[src/rtl/regfile_pkg.sv]
// Shared types and defaults for the register file write arbiter.
// State encoding, port identifiers and default widths.
package regfile_pkg;

  typedef enum logic {
    CLEAR = 1'b0,
    RUN   = 1'b1
  } state_e;

  localparam logic PORT_ALU = 1'b0;
  localparam logic PORT_MEM = 1'b1;

  localparam int NUM_REGS_DEF = 32;
  localparam int ADDR_W_DEF   = 5;
  localparam int DATA_W_DEF   = 32;

  localparam logic [7:0] SQUASH_MAX = 8'hFF;

endpackage

[src/rtl/rr_arb2.sv]
// Two-requester round-robin grant.
// pointer names the port that wins when both request.
module rr_arb2
  import regfile_pkg::*;
(
  input  logic [1:0] req,
  input  logic       pointer,
  output logic [1:0] gnt
);

  // A lone requester always wins; on contention the pointer decides.
  always_comb begin
    gnt = '0;
    gnt[PORT_ALU] = req[PORT_ALU] &
                    (~req[PORT_MEM] | (pointer == PORT_ALU));
    gnt[PORT_MEM] = req[PORT_MEM] &
                    (~req[PORT_ALU] | (pointer == PORT_MEM));
  end

endmodule

[src/rtl/regfile_wr_arbiter.sv]
// Register file write arbiter: post-reset clear sweep, then
// round-robin merge of ALU and load writebacks.
module regfile_wr_arbiter
  import regfile_pkg::*;
#(
  parameter int NUM_REGS = NUM_REGS_DEF,
  parameter int ADDR_W   = ADDR_W_DEF,
  parameter int DATA_W   = DATA_W_DEF
) (
  input  logic              clk,
  input  logic              rst,
  input  logic              alu_valid,
  input  logic [ADDR_W-1:0] alu_rd,
  input  logic [DATA_W-1:0] alu_data,
  output logic              alu_ready,
  input  logic              mem_valid,
  input  logic [ADDR_W-1:0] mem_rd,
  input  logic [DATA_W-1:0] mem_data,
  output logic              mem_ready,
  output logic [ADDR_W-1:0] rd,
  output logic [DATA_W-1:0] writedata,
  output logic              regwrite,
  output logic              clear_done,
  output logic [7:0]        squash_cnt
);

  localparam int IDX_W = ADDR_W + 1;
  localparam logic [IDX_W-1:0] END_IDX = IDX_W'(NUM_REGS);

  state_e            state_q, state_d;
  logic [IDX_W-1:0]  idx_q, idx_d;
  logic              ptr_q, ptr_d;
  logic [ADDR_W-1:0] rd_q, rd_d;
  logic [DATA_W-1:0] wd_q, wd_d;
  logic              we_q, we_d;
  logic              done_q, done_d;
  logic [7:0]        cnt_q, cnt_d;

  logic              run;
  logic [1:0]        req;
  logic [1:0]        gnt;
  logic              sq;

  assign run = (state_q == RUN) & ~rst;

  assign req[PORT_ALU] = alu_valid & run;
  assign req[PORT_MEM] = mem_valid & run;

  rr_arb2 u_arb (
    .req     (req),
    .pointer (ptr_q),
    .gnt     (gnt)
  );

  assign alu_ready = gnt[PORT_ALU];
  assign mem_ready = gnt[PORT_MEM];

  // Index-0 writes are accepted but never reach the register file.
  assign sq = (alu_ready & (alu_rd == '0)) |
              (mem_ready & (mem_rd == '0));

  // Next-state: sweep zeros during CLEAR, forward the winner in RUN.
  always_comb begin
    state_d = state_q;
    idx_d   = idx_q;
    ptr_d   = ptr_q;
    rd_d    = rd_q;
    wd_d    = wd_q;
    we_d    = 1'b0;
    done_d  = done_q;
    cnt_d   = cnt_q;
    unique case (state_q)
      CLEAR: begin
        if (idx_q == END_IDX) begin
          state_d = RUN;
          done_d  = 1'b1;
        end else begin
          rd_d  = idx_q[ADDR_W-1:0];
          wd_d  = '0;
          we_d  = 1'b1;
          idx_d = idx_q + 1'b1;
        end
      end
      RUN: begin
        if (alu_ready) begin
          rd_d  = alu_rd;
          wd_d  = alu_data;
          we_d  = (alu_rd != '0);
          ptr_d = PORT_MEM;
        end else if (mem_ready) begin
          rd_d  = mem_rd;
          wd_d  = mem_data;
          we_d  = (mem_rd != '0);
          ptr_d = PORT_ALU;
        end
        if (sq && (cnt_q != SQUASH_MAX)) begin
          cnt_d = cnt_q + 8'd1;
        end
      end
    endcase
  end

  // State and registered write port.
  always_ff @(posedge clk) begin
    if (rst) begin
      state_q <= CLEAR;
      idx_q   <= '0;
      ptr_q   <= PORT_MEM;
      rd_q    <= '0;
      wd_q    <= '0;
      we_q    <= 1'b0;
      done_q  <= 1'b0;
      cnt_q   <= '0;
    end else begin
      state_q <= state_d;
      idx_q   <= idx_d;
      ptr_q   <= ptr_d;
      rd_q    <= rd_d;
      wd_q    <= wd_d;
      we_q    <= we_d;
      done_q  <= done_d;
      cnt_q   <= cnt_d;
    end
  end

  assign rd         = rd_q;
  assign writedata  = wd_q;
  assign regwrite   = we_q;
  assign clear_done = done_q;
  assign squash_cnt = cnt_q;

endmodule

[config.mk]
export PLATFORM = sky130hd
export DESIGN_NAME = regfile_wr_arbiter
export DESIGN_NICKNAME = d
export VERILOG_FILES = /design/src/rtl/regfile_pkg.sv /design/src/rtl/rr_arb2.sv /design/src/rtl/regfile_wr_arbiter.sv
export SDC_FILE = /design/constraint.sdc
export NUM_CORES = 1
export LEC_CHECK = 0
export ABC_AREA = 1
export CORE_UTILIZATION = 38
export CTS_BUF_LIST = sky130_fd_sc_hd__clkbuf_16
export DETAILED_ROUTE_END_ITERATION = 12
export PLACE_DENSITY = 0.84
export SKIP_LAST_GASP = 1
export SLEW_MARGIN = 40
export SYNTH_ARGS = -nofsm -noshare
export SYNTH_HDL_FRONTEND = slang
export SYNTH_HIERARCHICAL = 1
export SYNTH_SLANG_ARGS = --single-unit
[constraint.sdc]
create_clock -name clk -period 2.15 [get_ports clk]
set_input_delay 0.43 -clock clk [delete_from_list [all_inputs] [get_ports clk]]
set_output_delay 0.43 -clock clk [all_outputs]
set_load 0.01 [all_outputs]
==> results.yml <==
clock_tree:
  insertion_delay_ns: 0.29
  clkTransAtPathRegs_ns: 0.07
  clock-root-buffer: "clkbuf_16"
  clockBufferDepth: 2
  cts_made_buffers: 5
  htreeDepth: 2
  tritoncts: "done"
  cts_hold_buf: 0
  clock-sinks: 55
critical_path:
  worstPathMaxFanout: 3
  crit_path_end: "alu_ready"
  critPathArrivalTime_ns: 1.65
  endpoint_kind: "output pin"
  regToRegEndpoint: "writedata[0]$_SDFFE_PP0P_"
  rr_worst_depth: 7
  r2r_setup_slack_ns: 0.36
  r2r-start: "state_q$_SDFF_PP0_"
  critPathLaunch: "rst"
  path_class: "in2out"
  critPathLaunchType: "input pin"
  cp.required_ns: 1.72
synth:
  synth_top_cell_by_area: "dfxtp_1"
  postSynthAreaPerCell_um2: 6.59
  synthTopCellsByArea: "dfxtp_1 38%, nor2_1 19%, o21ai_0 9.0%"
  yosys.area.top_type_share_pct: 38.1
  ys_types: 29
  syn-num-nets: 520
  syn_area_um2: 2890
  synth_cells: 439
  ys_warn_count: 6
  ys_ff_latch: 55
  ys_seq_area_share_pct: 38.1
power:
  p_sw_w: 0.000410
  combPwrFrac_pct: 9.6
  switching_share_pct: 19.3
  irDropWorstVdd_mv: 0.309
  total_power_w: 0.00212
  p_per_area_nw_per_um2: 477
  pwr-share-seq_pct: 48.6
  clkPwrFrac_pct: 41.8
  p_int_w: 0.00172
  leakagePower_nw: 1.91
sta:
  hold_viol_final: 0
  skew_ns: 0.00656
  period_minus_slack_ns: 2.08
  slew_violations: 0
  tns_ns: 0
  worst_slew_pin_slew_ns: 0.458
  finalCritPeriodShare_pct: 96.5
  rsz0062_at_grt: "no"
  hold_ws_ns: 0.453
  relSlewSlack_pct: 69.5
  fmax_mhz: 482
  setup_viol: 0
grt:
  grt_pass1_vias: 2992
  grt_use_total_pct: 20.6
  globalRouteOverflowTotal: 0
  grt_pass1_wl_um: 12800
  grt_start_max_net_pins: 48
  antenna_found_initial: 0
placement:
  port_buffers: 126
  place.gp.congestion: 0.839
  place_inst: 655
  dp_hpwl_um: 6170
die:
  initial_core_util_pct: 39.7
  num_rows: 31
  dieArea_um2: 7960
  pin_count: 127
  fp.coreArea_um2: 7290
  die_y_um: 89.2
  die_w_um: 89.2
final_layout:
  drive_gt1_share_pct: 8.33
  nets: 644
  syn_to_final_growth_pct: 54.1
  final_cells: 663
  utilization_pct: 61.1
  num_antenna_cells: 0
min_path:
  worstHoldPathCells: 2
  hold_class: "reg2reg"
routing:
  drt_iter0_markers: 154
  drcViolationCount: 0
  routed_wl_um: 8040
  vias: 3156
  wl_per_cell_um: 12.1
  first_pass_iters: 4
  via_per_inst: 4.76
  antenna_left: 0
run:
  cap_viol_max_count: 0
outcome:
  status: "finished, final reports clean"
==> critical path, cell delays in order <==
cell and delay [ns]:
clkdlybuf4s50_1 0.43, inv_2 0.08, nand2_2 0.08, nor2_2 0.08, inv_1 0.07, a21oi_4 0.17
dlygate4sd2_1 0.29
==> per-layer routing <==
metal	wire [µm]	track usage (%)	share of wire [%]	vias up
met5	0	0	0	-
met4	157	6.78	2.0	0
met3	656	5.63	8.2	14
met2	3800	38.2	47	102
met1	3430	22.8	43	1390
li1	-	-	-	1650
==> cells by family (layout without fill, tap and decap cells) <==
logic type | after synthesis | in the layout | synth area share [%]
adders and majority gates | 3 | 3 | 1.30
xor gates and xnor gates | 2 | 2 | 0.606
DFF | 55 | 55 | 38.1
AOI/OAI and AO/OA | 92 | 92 | 16.4
buffers and inverters | 52 | 177 | 9.87
and+or+nand+nor | 235 | 235 | 33.8
==> layout make-up <==
cell class / count / area [µm²]
clock inverter: 3 / 38.8
tap: 99 / 124
clock buffer: 5 / 125
sequential: 55 / 1100
timing repair buffer: 144 / 1440
inverter: 25 / 98.8
fill: 660 / 2840
multi-input combinational: 332 / 1530
==> state kept, by name, summed over array words and instances, names as in the netlist <==
name and cells:
ptr_q 1, regwrite 1, idx_q 6, squash_cnt 8
state_q 1, writedata 32, clear_done 1, rd 5
==> Yosys cell counts (all sizes together) <==
cell type,n
xor2,2
ha,3
nor3,3
nand3b,1
dfxtp,55
inv,25
o21ai,66
nand4,7
o22ai,4
nor2,147
buf,18
o211ai,1
nand3,10
o21bai,1
a21oi,20
clkbuf,9
nand2,67
==> worst min-delay path by stage <==
stage	from	end	slack (ns)
3_5_place_dp	clear_done$_SDFFE_PP0P_	clear_done$_SDFFE_PP0P_	0.44
2_1_floorplan	idx_q[2]$_SDFFE_PP0P_	idx_q[2]$_SDFFE_PP0P_	0.47
5_1_grt	writedata[6]$_SDFFE_PP0P_	writedata[6]$_SDFFE_PP0P_	0.48
3_3_place_gp	clear_done$_SDFFE_PP0P_	clear_done$_SDFFE_PP0P_	0.44
6_report	clear_done$_SDFFE_PP0P_	clear_done$_SDFFE_PP0P_	0.45
4_1_cts	clear_done$_SDFFE_PP0P_	clear_done$_SDFFE_PP0P_	0.45
==> stage by stage <==
stage	worst slack (ns)	cell area, µm²
2_1_floorplan	0.0132	2910
3_3_place_gp	-0.205	4280
3_5_place_dp	-0.224	4280
4_1_cts	0.0412	4440
5_1_grt	0.00516	4460
6_report	0.0749	4460
==> placed cells by master, fill, tap and decap left out, types with 3 or more instances in the layout <==
| cell | Yosys | routed |
|---|---|---|
| nor2_1 | 143 | 141 |
| clkdlybuf4s50_1 | 0 | 124 |
| nand2_1 | 64 | 63 |
| dfxtp_1 | 55 | 55 |
| o21ai_0 | 52 | 52 |
| inv_1 | 22 | 21 |
| a21oi_1 | 19 | 18 |
| o21ai_1 | 14 | 14 |
| buf_4 | 1 | 14 |
| nand4_1 | 6 | 6 |
| nand3_1 | 7 | 6 |
| nor2_2 | 3 | 5 |
| clkbuf_16 | 0 | 5 |
| nand3_2 | 3 | 4 |
| o22ai_1 | 4 | 4 |
| nand2_2 | 3 | 3 |
| nor3_1 | 3 | 3 |
| ha_1 | 3 | 3 |
| buf_12 | 0 | 3 |
==> power by group through the flow <==
stage / logic, W / registers (W) / clock network (W)
after floorplan: 0.0000407 / 0.00106 / 0
after global placement: 0.000201 / 0.00106 / 0
after detailed placement: 0.000203 / 0.00106 / 0
after CTS: 0.000204 / 0.00103 / 0.000916
after global routing: 0.000221 / 0.00103 / 0.000954
final: 0.000204 / 0.00103 / 0.000888
==> repair_timing <==
action                                  in CTS  in global routing
gates cloned                                 0                  0
gates resized for setup                      2                  6
endpoints found under the setup margin       2                 19
buffers inserted                             0                  0
Note: power is estimated with default switching activity, not from simulation.
